==> config.mk <==
export PLATFORM = sky130hd
export DESIGN_NAME = ddr3_ring_sched_flat
export DESIGN_NICKNAME = d
export VERILOG_FILES = /design/src/rtl/ddr3_ring_sched_pkg.sv /design/src/rtl/ddr3_ring_sched_if.sv /design/src/rtl/ddr3_ring_sched_ring_ptr.sv /design/src/rtl/ddr3_ring_sched.sv /design/src/flat_wrapper.sv
export SDC_FILE = /design/constraint.sdc
export NUM_CORES = 1
export LEC_CHECK = 0
export ABC_AREA = 0
export CORE_MARGIN = 2
export CORE_UTILIZATION = 32
export DETAILED_ROUTE_END_ITERATION = 16
export PLACE_DENSITY = 0.46
export REMOVE_ABC_BUFFERS = 1
export SLEW_MARGIN = 20
export SYNTH_ARGS = -nofsm -noshare
export SYNTH_HDL_FRONTEND = slang
export SYNTH_SLANG_ARGS = --single-unit
export TNS_END_PERCENT = 50
==> constraint.sdc <==
create_clock -name clk -period 3.85 [get_ports clk]
set_input_delay 0.5775 -clock clk [delete_from_list [all_inputs] [get_ports clk]]
set_output_delay 0.5775 -clock clk [all_outputs]
set_load 0.05 [all_outputs]
==> src/rtl/ddr3_ring_sched_pkg.sv <==
`default_nettype none
// ============================================================================
// Module   : ddr3_ring_pkg
// Purpose  : Shared types and constants for the DDR3 ring-FIFO scheduler:
//            scheduler state encoding, operation identifiers and counter
//            widths.
// Revision : 1.0  initial release
// ============================================================================
package ddr3_ring_pkg;

    localparam int REGION_W = 16;            // ring size in blocks
    localparam int FILL_W   = REGION_W + 1;  // fill must be able to hold region_blocks itself
    localparam int BLOCK_W  = 24;            // dwords per block

    localparam logic OP_WR = 1'b0;
    localparam logic OP_RD = 1'b1;

    typedef enum logic [2:0] {
        ST_IDLE     = 3'd0,
        ST_WR_RUN   = 3'd1,
        ST_WR_DRAIN = 3'd2,
        ST_RD_RUN   = 3'd3,
        ST_RD_DRAIN = 3'd4
    } state_t;

endpackage
`default_nettype wire

==> src/rtl/ddr3_ring_sched_if.sv <==
`default_nettype none
// ============================================================================
// Module   : ddr3_ring_sched_if
// Purpose  : Bundles the configuration, PPFIFO handshake and application-
//            interface signals of the ring scheduler.
//            slave  : scheduler side (consumes i_*, drives o_*)
//            master : surrounding logic (drives i_*, consumes o_*)
// Revision : 1.0  initial release
// ============================================================================
interface ddr3_ring_sched_if
    import ddr3_ring_pkg::*;
#(
    parameter int MEM_ADDR_DEPTH = 28
) ();
    localparam int AW = MEM_ADDR_DEPTH - 2;

    logic                i_enable;
    logic                i_flush;
    logic [AW-1:0]       i_base_dword_addr;
    logic [REGION_W-1:0] i_region_blocks;
    logic [BLOCK_W-1:0]  i_block_dwords;
    logic                i_app_idle;
    logic                i_ingress_rdy;
    logic [1:0]          i_egress_rdy;
    logic                o_ingress_en;
    logic [AW-1:0]       o_ingress_dword_addr;
    logic                i_ingress_stb;
    logic                o_egress_en;
    logic [AW-1:0]       o_egress_dword_addr;
    logic                i_egress_stb;
    logic [FILL_W-1:0]   o_fill_blocks;
    logic                o_full;
    logic                o_empty;
    logic                o_busy;
    logic                o_err;

    modport slave (
        input  i_enable, i_flush, i_base_dword_addr, i_region_blocks,
               i_block_dwords, i_app_idle, i_ingress_rdy, i_egress_rdy,
               i_ingress_stb, i_egress_stb,
        output o_ingress_en, o_ingress_dword_addr, o_egress_en,
               o_egress_dword_addr, o_fill_blocks, o_full, o_empty,
               o_busy, o_err
    );

    modport master (
        output i_enable, i_flush, i_base_dword_addr, i_region_blocks,
               i_block_dwords, i_app_idle, i_ingress_rdy, i_egress_rdy,
               i_ingress_stb, i_egress_stb,
        input  o_ingress_en, o_ingress_dword_addr, o_egress_en,
               o_egress_dword_addr, o_fill_blocks, o_full, o_empty,
               o_busy, o_err
    );

endinterface
`default_nettype wire

==> src/rtl/ddr3_ring_sched_ring_ptr.sv <==
`default_nettype none
// ============================================================================
// Module   : ring_ptr
// Purpose  : One ring pointer: block index plus matching dword address.
//            load    -> index 0, address = base
//            advance -> step one block, wrapping to base at region end
// Ports    : clk, rst, load, advance, base, block_dwords, region_blocks,
//            addr (current block start address)
// Revision : 1.0  initial release
// ============================================================================
module ring_ptr
    import ddr3_ring_pkg::*;
#(
    parameter int AW = 26
) (
    input  logic                clk,
    input  logic                rst,
    input  logic                load,
    input  logic                advance,
    input  logic [AW-1:0]       base,
    input  logic [BLOCK_W-1:0]  block_dwords,
    input  logic [REGION_W-1:0] region_blocks,
    output logic [AW-1:0]       addr
);

    logic [REGION_W-1:0] r_idx;
    logic [AW-1:0]       r_addr;
    logic [AW-1:0]       w_step;
    logic                w_wrap;

    // The address is tracked incrementally so no idx*block multiply is needed.
    generate
        if (AW > BLOCK_W) begin : g_step_wide
            assign w_step = {{(AW-BLOCK_W){1'b0}}, block_dwords};
        end else begin : g_step_narrow
            assign w_step = block_dwords[AW-1:0];
        end
    endgenerate

    assign w_wrap = (({1'b0, r_idx} + (REGION_W+1)'(1)) == {1'b0, region_blocks});
    assign addr   = r_addr;

    always_ff @(posedge clk) begin
        if (rst) begin
            r_idx  <= '0;
            r_addr <= '0;
        end else if (load) begin
            r_idx  <= '0;
            r_addr <= base;
        end else if (advance) begin
            if (w_wrap) begin
                r_idx  <= '0;
                r_addr <= base;
            end else begin
                r_idx  <= r_idx + REGION_W'(1);
                r_addr <= r_addr + w_step;
            end
        end
    end

endmodule
`default_nettype wire

==> src/rtl/ddr3_ring_sched.sv <==
`default_nettype none
// ============================================================================
// Module   : ddr3_ring_sched
// Purpose  : Schedules block writes (ingress PPFIFO -> DDR3) and block reads
//            (DDR3 -> egress PPFIFO) so a DDR3 region behaves as a ring FIFO.
//            Arbitrates between the two, counts data strobes, tracks the
//            ring pointers and fill level, flags strobe errors.
// Ports    : clk, rst           - clock, synchronous active-high reset
//            bus (slave)        - config, PPFIFO ready/strobe, app idle,
//                                 enables/addresses, fill and status flags
// Revision : 1.0  initial release
// ============================================================================
module ddr3_ring_sched
    import ddr3_ring_pkg::*;
#(
    parameter int MEM_ADDR_DEPTH = 28
) (
    input  logic             clk,
    input  logic             rst,
    ddr3_ring_sched_if.slave bus
);

    localparam int AW = MEM_ADDR_DEPTH - 2;

    state_t              r_state;
    logic                r_last_op;
    logic                r_init;
    logic [BLOCK_W-1:0]  r_cnt;
    logic [FILL_W-1:0]   r_fill;
    logic                r_full;
    logic                r_empty;
    logic                r_busy;
    logic                r_err;
    logic                r_ingress_en;
    logic                r_egress_en;
    logic [AW-1:0]       r_ingress_addr;
    logic [AW-1:0]       r_egress_addr;

    logic [AW-1:0]       w_wr_addr;
    logic [AW-1:0]       w_rd_addr;
    logic [AW-1:0]       w_wr_start_addr;
    logic [AW-1:0]       w_rd_start_addr;
    logic                w_idle;
    logic                w_flush;
    logic                w_load;
    logic                w_wr_done;
    logic                w_rd_done;
    logic                w_wr_elig;
    logic                w_rd_elig;
    logic                w_take_wr;
    logic                w_take_rd;
    logic                w_stray;
    logic [BLOCK_W:0]    w_cnt_inc;
    logic                w_cnt_last;
    logic [FILL_W-1:0]   w_fill_nxt;

    assign w_idle    = (r_state == ST_IDLE);
    assign w_flush   = bus.i_flush && w_idle;
    // Pointers pick up the base on the first cycle out of reset and on flush.
    assign w_load    = r_init || w_flush;
    assign w_wr_done = (r_state == ST_WR_DRAIN) && bus.i_app_idle;
    assign w_rd_done = (r_state == ST_RD_DRAIN) && bus.i_app_idle;

    assign w_wr_elig = bus.i_enable && !r_full && bus.i_ingress_rdy && bus.i_app_idle;
    assign w_rd_elig = bus.i_enable && !r_empty && (|bus.i_egress_rdy) && bus.i_app_idle;
    assign w_take_wr = w_wr_elig && (!w_rd_elig || (r_last_op == OP_RD));
    assign w_take_rd = w_rd_elig && !w_take_wr;

    // The pointers still hold their reset value during the init cycle, so an
    // operation launched then must use the base directly.
    assign w_wr_start_addr = r_init ? bus.i_base_dword_addr : w_wr_addr;
    assign w_rd_start_addr = r_init ? bus.i_base_dword_addr : w_rd_addr;

    // Any strobe outside its own RUN state is an error; excess strobes land in
    // DRAIN because RUN is left on the strobe that completes the block.
    assign w_stray = (bus.i_ingress_stb && (r_state != ST_WR_RUN)) ||
                     (bus.i_egress_stb  && (r_state != ST_RD_RUN));

    assign w_cnt_inc  = {1'b0, r_cnt} + (BLOCK_W+1)'(1);
    assign w_cnt_last = (w_cnt_inc == {1'b0, bus.i_block_dwords});

    always_comb begin
        w_fill_nxt = r_fill;
        if (w_flush) begin
            w_fill_nxt = '0;
        end else if (w_wr_done) begin
            w_fill_nxt = r_fill + FILL_W'(1);
        end else if (w_rd_done) begin
            w_fill_nxt = r_fill - FILL_W'(1);
        end
    end

    ring_ptr #(.AW(AW)) u_wr_ptr (
        .clk           (clk),
        .rst           (rst),
        .load          (w_load),
        .advance       (w_wr_done),
        .base          (bus.i_base_dword_addr),
        .block_dwords  (bus.i_block_dwords),
        .region_blocks (bus.i_region_blocks),
        .addr          (w_wr_addr)
    );

    ring_ptr #(.AW(AW)) u_rd_ptr (
        .clk           (clk),
        .rst           (rst),
        .load          (w_load),
        .advance       (w_rd_done),
        .base          (bus.i_base_dword_addr),
        .block_dwords  (bus.i_block_dwords),
        .region_blocks (bus.i_region_blocks),
        .addr          (w_rd_addr)
    );

    always_ff @(posedge clk) begin
        if (rst) begin
            r_state        <= ST_IDLE;
            r_last_op      <= OP_RD;
            r_init         <= 1'b1;
            r_cnt          <= '0;
            r_fill         <= '0;
            r_full         <= 1'b0;
            r_empty        <= 1'b1;
            r_busy         <= 1'b0;
            r_err          <= 1'b0;
            r_ingress_en   <= 1'b0;
            r_egress_en    <= 1'b0;
            r_ingress_addr <= '0;
            r_egress_addr  <= '0;
        end else begin
            r_init  <= 1'b0;
            r_fill  <= w_fill_nxt;
            r_full  <= (w_fill_nxt == {1'b0, bus.i_region_blocks});
            r_empty <= (w_fill_nxt == '0);

            if (w_flush) begin
                r_err <= 1'b0;
            end else if (w_stray) begin
                r_err <= 1'b1;
            end

            case (r_state)
                ST_IDLE: begin
                    if (!w_flush) begin
                        if (w_take_wr) begin
                            r_state        <= ST_WR_RUN;
                            r_busy         <= 1'b1;
                            r_ingress_en   <= 1'b1;
                            r_ingress_addr <= w_wr_start_addr;
                            r_cnt          <= '0;
                        end else if (w_take_rd) begin
                            r_state       <= ST_RD_RUN;
                            r_busy        <= 1'b1;
                            r_egress_en   <= 1'b1;
                            r_egress_addr <= w_rd_start_addr;
                            r_cnt         <= '0;
                        end
                    end
                end
                ST_WR_RUN: begin
                    if (bus.i_ingress_stb) begin
                        r_cnt        <= w_cnt_inc[BLOCK_W-1:0];
                        r_ingress_en <= 1'b0;
                        if (w_cnt_last) begin
                            r_state <= ST_WR_DRAIN;
                        end
                    end
                end
                ST_WR_DRAIN: begin
                    if (w_wr_done) begin
                        r_state   <= ST_IDLE;
                        r_busy    <= 1'b0;
                        r_last_op <= OP_WR;
                    end
                end
                ST_RD_RUN: begin
                    if (bus.i_egress_stb) begin
                        r_cnt       <= w_cnt_inc[BLOCK_W-1:0];
                        r_egress_en <= 1'b0;
                        if (w_cnt_last) begin
                            r_state <= ST_RD_DRAIN;
                        end
                    end
                end
                ST_RD_DRAIN: begin
                    if (w_rd_done) begin
                        r_state   <= ST_IDLE;
                        r_busy    <= 1'b0;
                        r_last_op <= OP_RD;
                    end
                end
                default: begin
                    r_state <= ST_IDLE;
                    r_busy  <= 1'b0;
                end
            endcase
        end
    end

    assign bus.o_ingress_en         = r_ingress_en;
    assign bus.o_ingress_dword_addr = r_ingress_addr;
    assign bus.o_egress_en          = r_egress_en;
    assign bus.o_egress_dword_addr  = r_egress_addr;
    assign bus.o_fill_blocks        = r_fill;
    assign bus.o_full               = r_full;
    assign bus.o_empty              = r_empty;
    assign bus.o_busy               = r_busy;
    assign bus.o_err                = r_err;

endmodule
`default_nettype wire

==> src/flat_wrapper.sv <==
// flat-port wrapper written by rule: the top's interface ports become plain ports
module ddr3_ring_sched_flat import ddr3_ring_pkg::*;
#(
    parameter int MEM_ADDR_DEPTH = 28
)
  (clk, rst, bus_i_enable, bus_i_flush, bus_i_base_dword_addr, bus_i_region_blocks, bus_i_block_dwords, bus_i_app_idle, bus_i_ingress_rdy, bus_i_egress_rdy, bus_i_ingress_stb, bus_i_egress_stb, bus_o_ingress_en, bus_o_ingress_dword_addr, bus_o_egress_en, bus_o_egress_dword_addr, bus_o_fill_blocks, bus_o_full, bus_o_empty, bus_o_busy, bus_o_err);
  ddr3_ring_sched_if #(.MEM_ADDR_DEPTH(MEM_ADDR_DEPTH)) bus_i ();
  input  logic clk;
  input  logic rst;
  input wire logic [$bits(bus_i.i_enable)-1:0] bus_i_enable;
  input wire logic [$bits(bus_i.i_flush)-1:0] bus_i_flush;
  input wire logic [$bits(bus_i.i_base_dword_addr)-1:0] bus_i_base_dword_addr;
  input wire logic [$bits(bus_i.i_region_blocks)-1:0] bus_i_region_blocks;
  input wire logic [$bits(bus_i.i_block_dwords)-1:0] bus_i_block_dwords;
  input wire logic [$bits(bus_i.i_app_idle)-1:0] bus_i_app_idle;
  input wire logic [$bits(bus_i.i_ingress_rdy)-1:0] bus_i_ingress_rdy;
  input wire logic [$bits(bus_i.i_egress_rdy)-1:0] bus_i_egress_rdy;
  input wire logic [$bits(bus_i.i_ingress_stb)-1:0] bus_i_ingress_stb;
  input wire logic [$bits(bus_i.i_egress_stb)-1:0] bus_i_egress_stb;
  output wire logic [$bits(bus_i.o_ingress_en)-1:0] bus_o_ingress_en;
  output wire logic [$bits(bus_i.o_ingress_dword_addr)-1:0] bus_o_ingress_dword_addr;
  output wire logic [$bits(bus_i.o_egress_en)-1:0] bus_o_egress_en;
  output wire logic [$bits(bus_i.o_egress_dword_addr)-1:0] bus_o_egress_dword_addr;
  output wire logic [$bits(bus_i.o_fill_blocks)-1:0] bus_o_fill_blocks;
  output wire logic [$bits(bus_i.o_full)-1:0] bus_o_full;
  output wire logic [$bits(bus_i.o_empty)-1:0] bus_o_empty;
  output wire logic [$bits(bus_i.o_busy)-1:0] bus_o_busy;
  output wire logic [$bits(bus_i.o_err)-1:0] bus_o_err;
  assign bus_i.i_enable = bus_i_enable;
  assign bus_i.i_flush = bus_i_flush;
  assign bus_i.i_base_dword_addr = bus_i_base_dword_addr;
  assign bus_i.i_region_blocks = bus_i_region_blocks;
  assign bus_i.i_block_dwords = bus_i_block_dwords;
  assign bus_i.i_app_idle = bus_i_app_idle;
  assign bus_i.i_ingress_rdy = bus_i_ingress_rdy;
  assign bus_i.i_egress_rdy = bus_i_egress_rdy;
  assign bus_i.i_ingress_stb = bus_i_ingress_stb;
  assign bus_i.i_egress_stb = bus_i_egress_stb;
  assign bus_o_ingress_en = bus_i.o_ingress_en;
  assign bus_o_ingress_dword_addr = bus_i.o_ingress_dword_addr;
  assign bus_o_egress_en = bus_i.o_egress_en;
  assign bus_o_egress_dword_addr = bus_i.o_egress_dword_addr;
  assign bus_o_fill_blocks = bus_i.o_fill_blocks;
  assign bus_o_full = bus_i.o_full;
  assign bus_o_empty = bus_i.o_empty;
  assign bus_o_busy = bus_i.o_busy;
  assign bus_o_err = bus_i.o_err;
  ddr3_ring_sched #(.MEM_ADDR_DEPTH(MEM_ADDR_DEPTH)) u_core (.clk(clk), .rst(rst), .bus(bus_i));
endmodule
==> results.tsv <==
stage	metric	value	unit
clocking	cts_tree	done	
power	clockPowerShare	28.0	%
setup_path	reg2reg_slack	0.53	ns
min_path	holdPathStages	2	
sta	slew_viol_final	0	
sta	min_period_over_period	92.8	%
sta	slew_headroom	44.1	%
clocking	clockBufferDepth	2	
synth	synth.top_cell.area_share	28.1	%
synth	synth_top_cell_by_area	dfxtp_1	
drt	via_per_inst	5.46	
grt	antenna_found_initial	0	
synth	synthDistinctLibCells	85	
power	intPower	0.00386	W
clocking	cts_buffers	17	
sta	rsz0062_at_grt	no	
clocking	clkTransAtPathRegs	0.08	ns
power	p_leak	6.05	nW
sta	hold_viol	0	
min_path	hp-start	u_core.bus.o_err$_SDFFE_PP0P_	
placed_design	place_inst	2386	
synth	synth.avg_cell_area	7.80	µm²
placed_design	dp_hpwl	33.3	mm
setup_path	r2r-start	u_core.u_rd_ptr.addr[0]$_SDFFE_PP0P_	
synth	synth_seq_area_share	28.1	%
sta	period_needed	3.57	ns
clocking	post-cts-setup-buffer-count	0	
sta	worst_pin_slew	0.837	ns
power	power_frac_seq	36.0	%
grt	overflow	0	
placed_design	numPortBuffers	150	
clocking	hold_buffers	0	
setup_path	crit_arrival	3.98	ns
layout	synthToLayoutAreaGrowth	23.1	%
drt	drt_iter0_drc	675	
grt	grt_first_pass_wirelength	71.4	mm
layout	instances_no_fill	2418	
setup_path	worstPathMaxFanout	4	
placed_design	dpl-instance-area	0.0159	mm²
min_path	hold_path_end	u_core.bus.o_err$_SDFFE_PP0P_	
floorplanning	ios	151	
setup_path	start_kind	input port	
drt	routed_wl	45.3	mm
grt	grt_max_degree	118	
layout	final_area	0.0165	mm²
drt	postRouteAntennaNets	0	
synth	synth_area_leaders	dfxtp_1, nor2_1, xnor2_1	
layout	drive_gt1_share	9.23	%
layout	nNetsFinal	2004	
sta	final.setup_skew	0.0129	ns
power	vdd.ir_drop.worst	0.326	mV
placed_design	finalWeightedCongestion	0.845	
min_path	hp-class	reg2reg	
sta	fmax	280	MHz
sta	setup_violations	0	
floorplanning	core_area	0.0410	mm²
power	combPwrFrac	36.0	%
drt	vias	13200	
grt	grt_pass1_vias	12400	
synth	synth_seq_cells	188	
synth	post-synth-top-count-cell	nor2_1	
run	drv_cap	0	
floorplanning	fp.dieH	208	µm
outcome	status	finished clean	
setup_path	r2r_cells	13	
power	netSwitchingFraction	38.0	%
layout	antenna_cells_inserted	0	
layout	finish.utilization	40.2	%
drt	dr.pass1.iters	5	
clocking	root_buffer	clkbuf_16	
setup_path	critPathKind	in2reg	
setup_path	required	4.26	ns
clocking	cts_resized	0	
floorplanning	rows	74	
setup_path	reg2reg_to	u_core.u_rd_ptr.addr[18]$_SDFFE_PP0P_	
synth	yosys_warnings	0	
drt	drc_errors	0	
setup_path	startpoint	bus_i_block_dwords[4]	
clocking	htree_levels	4	
power	power.switching	0.00237	W
power	total_power	0.00623	W
floorplanning	chipWidth	208	µm
grt	grt_use_total	21.0	%
floorplanning	start_util	32.6	%
power	power_per_cell_area	378	mW/mm²
setup_path	end_kind	flip-flop	
drt	wl_per_cell	18.7	µm
synth	synthesis.area	0.0134	mm²
synth	yosys-top-cells-count	nor2_1, dfxtp_1, a21oi_1, nand2_1, o21ai_0	
clocking	numClockSinks	188	
synth	netlist_instances	1714	
synth	async_flop_share	0	%
synth	synthFlopType	dfxtp_1	
floorplanning	dieArea	0.0434	mm²
synth	synth_edf_count	0	
clocking	clock_latency	0.50	ns
[critical path: stages]
cell and delay [ns]:
clkdlybuf4s50_1 0.46, ha_1 0.34, a2111o_1 0.44, o211ai_1 0.33, a21boi_0 0.15, buf_4 0.17, o311ai_1 0.63, or4bb_1 0.45
o21ai_0 0.09, o31ai_1 0.09, a311oi_1 0.25
[power groups by stage]
stage,sequential (W),combinational (W),clock [W]
after floorplan,0.00256,0.00112,0
after global routing,0.00227,0.00244,0.00187
final,0.00224,0.00224,0.00175
after global placement,0.00229,0.00223,0
after CTS,0.00224,0.00225,0.00181
after detailed placement,0.00229,0.00224,0
[layout make-up]
cell class / instances / area (µm²)
fill: 4247 / 24500
multi-input combinational: 1380 / 9020
sequential: 188 / 3770
timing repair buffer: 250 / 2340
tap: 532 / 666
clock buffer: 17 / 425
inverter: 36 / 135
clock inverter: 15 / 119
[cell usage in the layout, fill, tap and decap left out, drive strengths merged, types with 6 or more instances in the layout]
| cell | count |
|---|---|
| ha | 53 |
| nand3b | 8 |
| clkdlybuf4s50 | 149 |
| o211ai | 13 |
| and3 | 15 |
| nand4 | 23 |
| a311oi | 17 |
| o21a | 10 |
| nand2b | 13 |
| xor2 | 43 |
| nor3b | 8 |
| clkinv | 10 |
| o22ai | 9 |
| a21boi | 6 |
| a21oi | 127 |
| or4 | 18 |
| and2 | 13 |
| buf | 101 |
| inv | 39 |
| nor2b | 11 |
| clkbuf | 17 |
| mux2i | 73 |
| o21ai | 97 |
| o31ai | 6 |
| a21o | 20 |
| xnor2 | 94 |
| a211oi | 88 |
| a31oi | 22 |
| nand3 | 51 |
| a2111oi | 7 |
| and4 | 9 |
| nor3 | 40 |
| nand2 | 128 |
| nor4 | 19 |
| or3 | 39 |
| nor2 | 228 |
| dfxtp | 188 |
[sequential cells by signal, summed over array words and instances, names as in the netlist]
name and flops:
u_core.r_state 3, u_core.bus.o_egress_dword_addr 26, u_core.u_rd_ptr.addr 26, u_core.bus.o_err 1
u_core.u_wr_ptr.addr 26, u_core.bus.o_full 1, u_core.r_cnt 24, u_core.bus.o_empty 1
u_core.bus.o_ingress_dword_addr 26, u_core.bus.o_fill_blocks 17, u_core.u_wr_ptr.r_idx 16, u_core.r_init 1
u_core.bus.o_egress_en 1, u_core.u_rd_ptr.r_idx 16, u_core.r_last_op 1, u_core.bus.o_busy 1
u_core.bus.o_ingress_en 1
[metrics by stage]
| step | worst slack [ns] | TNS, ns | hold slack, ns |
|---|---|---|---|
| floorplan | -0.430 | -11.49 | 0.430 |
| global placement | -0.430 | -1.52 | 0.458 |
| detailed placement | -0.439 | -1.76 | 0.476 |
| CTS | 0.0667 | 0 | 0.495 |
| global route | 0.0175 | 0 | 0.515 |
| finish | 0.278 | 0 | 0.491 |
[worst max path at each step]
stage,end,slack (ns),cells past startpoint
after floorplan,u_core.bus.o_ingress_dword_addr[0]$_SDFFE_PP0P_,-0.43,4
after global placement,u_core.u_rd_ptr.addr[18]$_SDFFE_PP0P_,-0.43,11
after detailed placement,u_core.u_rd_ptr.addr[18]$_SDFFE_PP0P_,-0.44,11
after CTS,u_core.u_rd_ptr.addr[18]$_SDFFE_PP0P_,0.07,11
after global routing,u_core.u_rd_ptr.addr[18]$_SDFFE_PP0P_,0.02,14
final,u_core.u_rd_ptr.addr[18]$_SDFFE_PP0P_,0.28,11
[logic make-up (layout without fill, tap and decap cells)]
kind of cell | count (synthesis) | in the layout | share of synthesized area (%)
AND/OR/NAND/NOR | 637 | 637 | 23.6
multiplexers | 77 | 77 | 5.80
XOR/XNOR | 137 | 137 | 8.97
AO/OA/AOI/OAI | 474 | 474 | 23.6
flip-flops | 188 | 188 | 28.1
buffers and inverters | 146 | 318 | 4.68
adder cells (fa/ha/maj) | 55 | 55 | 5.26
[per-layer routing]
layer  routed length, µm  vias up  GRT usage (%)  part of all wire [%]
met1               21100     6266           27.3                    47
met5                   0        -              0                     0
met3                1840       51           3.73                   4.1
met2               21300      289           34.9                    47
met4                1070        0           7.24                   2.4
li1                    -     6598              -                     -
Power figures use the tool's default switching activity.
==> edit 1 (same settings) <==
`MEM_ADDR_DEPTH` is set to 28 in 3 places; all go to 56.
--- a/src/rtl/ddr3_ring_sched_if.sv
+++ b/src/rtl/ddr3_ring_sched_if.sv
@@ -10,7 +10,7 @@
 interface ddr3_ring_sched_if
     import ddr3_ring_pkg::*;
 #(
-    parameter int MEM_ADDR_DEPTH = 28
+    parameter int MEM_ADDR_DEPTH = 56
 ) ();
     localparam int AW = MEM_ADDR_DEPTH - 2;
 
--- a/src/rtl/ddr3_ring_sched.sv
+++ b/src/rtl/ddr3_ring_sched.sv
@@ -13,7 +13,7 @@
 module ddr3_ring_sched
     import ddr3_ring_pkg::*;
 #(
-    parameter int MEM_ADDR_DEPTH = 28
+    parameter int MEM_ADDR_DEPTH = 56
 ) (
     input  logic             clk,
     input  logic             rst,
--- a/src/flat_wrapper.sv
+++ b/src/flat_wrapper.sv
@@ -1,7 +1,7 @@
 // flat-port wrapper written by rule: the top's interface ports become plain ports
 module ddr3_ring_sched_flat import ddr3_ring_pkg::*;
 #(
-    parameter int MEM_ADDR_DEPTH = 28
+    parameter int MEM_ADDR_DEPTH = 56
 )
   (clk, rst, bus_i_enable, bus_i_flush, bus_i_base_dword_addr, bus_i_region_blocks, bus_i_block_dwords, bus_i_app_idle, bus_i_ingress_rdy, bus_i_egress_rdy, bus_i_ingress_stb, bus_i_egress_stb, bus_o_ingress_en, bus_o_ingress_dword_addr, bus_o_egress_en, bus_o_egress_dword_addr, bus_o_fill_blocks, bus_o_full, bus_o_empty, bus_o_busy, bus_o_err);
   ddr3_ring_sched_if #(.MEM_ADDR_DEPTH(MEM_ADDR_DEPTH)) bus_i ();
Interface: changed (resized bus_i_base_dword_addr, bus_o_egress_dword_addr and bus_o_ingress_dword_addr); port bits go from 151 to 235. The function was not compared with the original's and may differ.
==> edit 1 against the unedited design <==
  * Clock skew increased by 0.018 ns
  * Total power is 79% higher
  * Synthesized area increased by 49%
  * Via count rose by 57%
  * Final area rose by 53%
  * Worst setup slack better by 0.048 ns
  * Final cell count up 51%
  * Wire length increased by 73%
  * Global-route usage rose by 3.1 points
  * Count of clock-buffer cells in the layout grew 34
  * Sequential power is 66% higher
  * Sequential cell count is 112 higher
  * Fmax increased by 1.4%
  * Largest power group is now the clock network
  * Highest routed layer is now met5
==> edit 1: results (changes against the unedited design) <==
## Outcome
* outcome: complete, no violations

## Clock network
* clock latency on the worst-skew pair: 0.58 ns, +0.08 ns
* number of H-tree levels: 2, -2
* CTS clk-pin slew, worst paths: 0.06 ns, -0.02 ns
* Longest Clk Path Bufs: 3, +1

## GRT
* first-pass GRT wire length: 121,000 um, +69%
* number of global-route vias before repair: 19,626, +59%
* global-route met1 utilization: 0.331, +0.0580
* largest net degree at the start of global routing: 110, -6.8%
* GR met2 Demand/Resource: 0.382, +0.0329
* met3 demand-to-capacity share in global routing: 0.0429, +0.00558

## Setup path
* critical-path cell with the highest stage delay: sky130_fd_sc_hd__clkdlybuf4s50_1
* capture point of the worst reg-to-reg path: u_core.u_rd_ptr.addr[23]
* Critical path origin: bus_i_block_dwords[0]
* Worst Reg2Reg Path Length in Cells: 11, -2
* capture point of the worst path: u_core.u_wr_ptr.addr[30]
* data arrival time of the critical path: 3.93 ns, -0.05 ns

## Detailed routing
* number of vias after detailed routing: 20,702, +57%
* router iterations before antenna repair: 6, +1
* met3 wire length: 4880 um, +170%
* routed wire length on met2: 35,300 um, +66%

## Pwr
* Static Leakage: 0.00908 uW, +50%
* Max IR drop VDD: 256 uV, -21%

## Yosys
* Mapped Area: 19,900 sq um, +49%
* mean area per synthesized cell: 7.81 sq um, +0.13%
* Synth top cells by count: sky130_fd_sc_hd__dfxtp_1 (300), sky130_fd_sc_hd__nor2_1 (292), sky130_fd_sc_hd__nand2_1 (202)

## Place
* Post-Place Setup Slack: -0.220 ns, +0.218 ns
* I/O Buffers: 234, +56%

## Timing
* final worst clock skew: 0.0310 ns, +0.0180 ns

-- edit 1: changes by cell type in the layout (fill, tap and decap cells not counted), moves of 24 or more --
cell / before / now
sky130_fd_sc_hd__a211oi_1: 88 / 129
sky130_fd_sc_hd__a21oi_1: 125 / 150
sky130_fd_sc_hd__and3_1: 15 / 41
sky130_fd_sc_hd__buf_4: 94 / 145
sky130_fd_sc_hd__clkbuf_16: 17 / 41
sky130_fd_sc_hd__clkdlybuf4s50_1: 149 / 233
sky130_fd_sc_hd__dfxtp_1: 187 / 299
sky130_fd_sc_hd__mux2i_1: 73 / 129
sky130_fd_sc_hd__nand2_1: 126 / 200
sky130_fd_sc_hd__nand3_1: 50 / 86
sky130_fd_sc_hd__nand4_1: 23 / 52
sky130_fd_sc_hd__nor2_1: 224 / 289
sky130_fd_sc_hd__nor3_1: 40 / 118
sky130_fd_sc_hd__nor4_1: 15 / 44
-- edit 1: power breakdown --
group / leakage [uW] / total, uW / switching (uW) / internal (uW)
Sequential: 0.00245 / 3710 / 347 / 3370
Combinational: 0.00599 / 3550 / 2140 / 1410
Clock: 0.000638 / 3900 / 1570 / 2330
Total: 0.00908 / 11200 / 4050 / 7110
-- edit 1: final cells by class --
| type | instances | area [sq um] |
|---|---|---|
| Clock inverter | 16 | 216 |
| Timing Repair Buffer | 393 | 3710 |
| Inverter | 29 | 109 |
| Multi-Input combinational cell | 2019 | 13000 |
| Sequential cell | 300 | 6010 |
| Clock buffer | 51 | 1090 |
| Fill cell | 6220 | 36400 |
| Tap cell | 837 | 1050 |
-- edit 1: worst min-delay path by stage --
stage | startpoint | end | slack, ns | cells after the start
floorplan | u_core.u_rd_ptr.addr[45] | u_core.u_rd_ptr.addr[45] | 0.45 | 2
global placement | u_core.bus.o_err | u_core.bus.o_err | 0.47 | 2
detailed placement | u_core.bus.o_err | u_core.bus.o_err | 0.48 | 2
CTS | u_core.bus.o_err | u_core.bus.o_err | 0.50 | 2
global route | u_core.bus.o_egress_dword_addr[18] | u_core.bus.o_egress_dword_addr[18] | 0.52 | 2
finish | u_core.bus.o_err | u_core.bus.o_err | 0.49 | 2
-- edit 1: critical path: cells and delay by family --
kind / cells / cell delay [ns]
compound gates: 5 / 1.18
fa+ha+maj: 2 / 0.44
buf+inv: 2 / 0.73
mux: 1 / 0.19
simple gates: 3 / 0.81
-- edit 1: logic make-up (layout without fill, tap and decap cells) --
group,after synthesis,after routing,share of synthesized area
mux,136,136,0.0689
buf+inv,225,489,0.0466
xor+xnor,142,142,0.0626
simple gates,1040,1040,0.268
compound gates,646,646,0.216
flops,300,300,0.302
fa+ha+maj,55,55,0.0354
==> edit 2 (same flow settings) <==
Without the edit above. Reset style: asynchronous (`rst`), changed in 2 clocked blocks. Comments in the files are not updated.
--- a/src/rtl/ddr3_ring_sched_ring_ptr.sv
+++ b/src/rtl/ddr3_ring_sched_ring_ptr.sv
@@ -40,7 +40,7 @@
     assign w_wrap = (({1'b0, r_idx} + (REGION_W+1)'(1)) == {1'b0, region_blocks});
     assign addr   = r_addr;
 
-    always_ff @(posedge clk) begin
+    always_ff @(posedge clk or posedge rst) begin
         if (rst) begin
             r_idx  <= '0;
             r_addr <= '0;
--- a/src/rtl/ddr3_ring_sched.sv
+++ b/src/rtl/ddr3_ring_sched.sv
@@ -112,7 +112,7 @@
         .addr          (w_rd_addr)
     );
 
-    always_ff @(posedge clk) begin
+    always_ff @(posedge clk or posedge rst) begin
         if (rst) begin
             r_state        <= ST_IDLE;
             r_last_op      <= OP_RD;
Behaviour: differs if rst is asserted again (counterexample within 4 cycles, from zero or initial values and one cycle with rst high); with rst held inactive, the same outputs for 4 cycles.
==> edit 2 against the unedited design <==
  * Worst setup slack improved by 0.15 ns
  * Final area rose by 0.25%
  * Final cell count fell by 5.5%
  * Synthesized area rose by 1.6%
  * Sequential cell count did not move
  * Non-clock buffer count is 36 lower
  * Register-to-register slack worse by 0.10 ns
  * Largest cell class unchanged
  * Synthesized cell count is 6.8% lower
  * Wire length rose by 3.0%
  * First-iteration DRC count up 26%
  * Critical path depth is the same
  * Critical path type is now reg -> reg
  * Utilization is 0.79 points lower
Power is not compared: it rests on default switching activity, and its combinational part moved more than twofold at a synthesized area within 25%.
==> edit 2: results (changes against the unedited design) <==
## Clock network
* CTS buffer count: 17, unchanged
* clock latency on the worst-skew pair: 0.50 ns, about the same
* number of H-tree levels: 4, unchanged
* CTS clk-pin slew, worst paths: 0.08 ns, about the same
* CTS-repair resized insts: 0, unchanged
* number of buffers inserted to repair setup after CTS: 0, unchanged

## Detailed routing
* routed len/inst: 20.4 um, +8.9%
* number of violations reported at the end of detailed-routing iteration 0: 851, +26%
* average vias per placed instance: 5.42, -0.82%
* router iterations before antenna repair: 5, unchanged

## Floorplanning
* placeable core region: 41,900 sq um, +2.3%

## Place
* Final Wtd Congestion: 0.856, +1.3%
* area after detailed placement: 16,000 sq um, +0.20%
* I/O Buffers: 150, unchanged
* post-detailed-placement half-perimeter wirelength: 34,600 um, +4.0%

## Pwr
* Static Leakage: 0.00704 uW
* Max IR drop VDD: 352 uV

## Final layout
* Final Instance Count excl. Fillers: 2,286, -5.5%
* share of final-layout standard cells stronger than drive strength 1: 0.0727, -0.0196
* Final #Nets: 1,868, -6.8%
* Antenna Diode Count: 0, unchanged

## Hold path
* min-delay src: u_core.r_last_op
* path category of the worst min-delay check: reg -> reg
* hold-critical path depth: 2, unchanged
* WHS Endpoint: u_core.r_last_op

## Timing
* final worst clock skew: 0.0154 ns, +0.00245 ns
* worst-margin pin slew: 1.04 ns, +0.207 ns
* final-report setup violation count: 0, unchanged

## Yosys
* sequential fraction of the synthesis area: 0.346, +0.0649
* Synth top cells by count: sky130_fd_sc_hd__dfrtp_1 (185), sky130_fd_sc_hd__o21ai_0 (152), sky130_fd_sc_hd__nand2_1 (140)
* gate count after technology mapping: 1,597, -6.8%
* synth top area cells: sky130_fd_sc_hd__dfrtp_1 (34%), sky130_fd_sc_hd__mux2i_1 (5.9%), sky130_fd_sc_hd__xnor2_1 (5.8%)
* fraction of registers with async set/reset: 1.00, +1.00
* Synth warnings: 0, unchanged
* Unique masters post-synth: 83, -2.4%

## Outcome
* outcome: complete, no violations

## GRT
* global-route total usage across every layer: 0.215, +0.00471
* number of global-route vias before repair: 11,996, -3.1%
* first-pass GRT wire length: 72,100 um, +0.94%
* largest net degree at the start of global routing: 77, -35%

## Setup path
* reg-to-reg slack, setup: 0.43 ns, -0.10 ns
* data arrival time of the critical path: 3.81 ns, -0.17 ns
* capture point of the worst reg-to-reg path: u_core.u_rd_ptr.r_idx[10]
* maximum fanout count along the critical path: 24, +20
* Crit Reg-Reg Startpoint: u_core.u_rd_ptr.r_idx[6]
* critical-path cell with the highest stage delay: sky130_fd_sc_hd__dfrtp_1
* Critical Path Max Stage Delay: 0.51 ns, -0.12 ns
* Worst Reg2Reg Path Length in Cells: 11, -2

-- edit 2: cell types whose count changed after synthesis, sizes merged, moves of 17 or more --
cell,before,now
dfrtp,0,185
o21ai,97,154
dfxtp,188,0
or3,39,13
a211oi,88,9
nand3,51,34
nor2,228,133
o31ai,6,30
-- edit 2: report_power, final --
part           leakage, uW  total (uW)  internal (uW)  switching [uW]
sequential         0.00242        3160           2580             574
clock             0.000264        1830            976             857
combinational      0.00436        5960           2340            3630
-- edit 2: worst max-delay path by stage --
stage               slack [ns]                      from  cells after the start                         to
finish                    0.43  u_core.u_rd_ptr.r_idx[6]                     11  u_core.u_rd_ptr.r_idx[10]
global route              0.08  u_core.u_wr_ptr.r_idx[0]                     10   u_core.u_wr_ptr.r_idx[8]
CTS                       0.44  u_core.u_rd_ptr.r_idx[6]                     11  u_core.u_rd_ptr.r_idx[10]
detailed placement         0.1    bus_i_block_dwords[14]                     11   u_core.u_wr_ptr.addr[25]
global placement          0.12    bus_i_block_dwords[14]                     11   u_core.u_wr_ptr.addr[25]
floorplan                -1.84                       rst                      1          u_core.bus.o_busy
-- edit 2: metrics by stage --
step	hold slack, ns	setup WS (ns)
2_1_floorplan	0.439	-1.84
3_3_place_gp	0.456	0.122
3_5_place_dp	0.455	0.0972
4_1_cts	0.466	0.436
5_1_grt	0.490	0.0809
6_report	0.462	0.426
-- edit 2: kinds of logic after synthesis --
logic type                 Yosys count  synth area share
AOI/OAI and AO/OA                  464             0.210
xor gates and xnor gates           143            0.0921
DFF                                188             0.346
other                                1          0.000276
buffers and inverters              123            0.0381
muxes                               82            0.0606
and+or+nand+nor                    541             0.201
adders and majority gates           55            0.0517
-- edit 2: layout make-up --
type	instances	area [sq um]
sequential	188	4710
fill	4240	25400
clock buffer	22	464
tap	539	674
multi-input combinational	1286	8390
inverter	30	120
timing repair buffer	214	2060
clock inverter	7	92.6
-- edit 2: critical path, delay by kind of cell, from the launching register on --
family | cells | cell delay (ns)
buffers and inverters | 2 | 0.42
xor gates and xnor gates | 1 | 0.17
DFF | 1 | 0.51
AOI/OAI and AO/OA | 3 | 0.86
and+or+nand+nor | 5 | 1.35
-- edit 2: layer usage --
| layer | wire length [um] | vias up | track usage |
|---|---|---|---|
| li1 | - | 6053 | - |
| met1 | 23700 | 6007 | 0.316 |
| met2 | 20200 | 282 | 0.323 |
| met3 | 2030 | 39 | 0.0346 |
| met4 | 707 | 0 | 0.0609 |
| met5 | 0 | - | 0 |
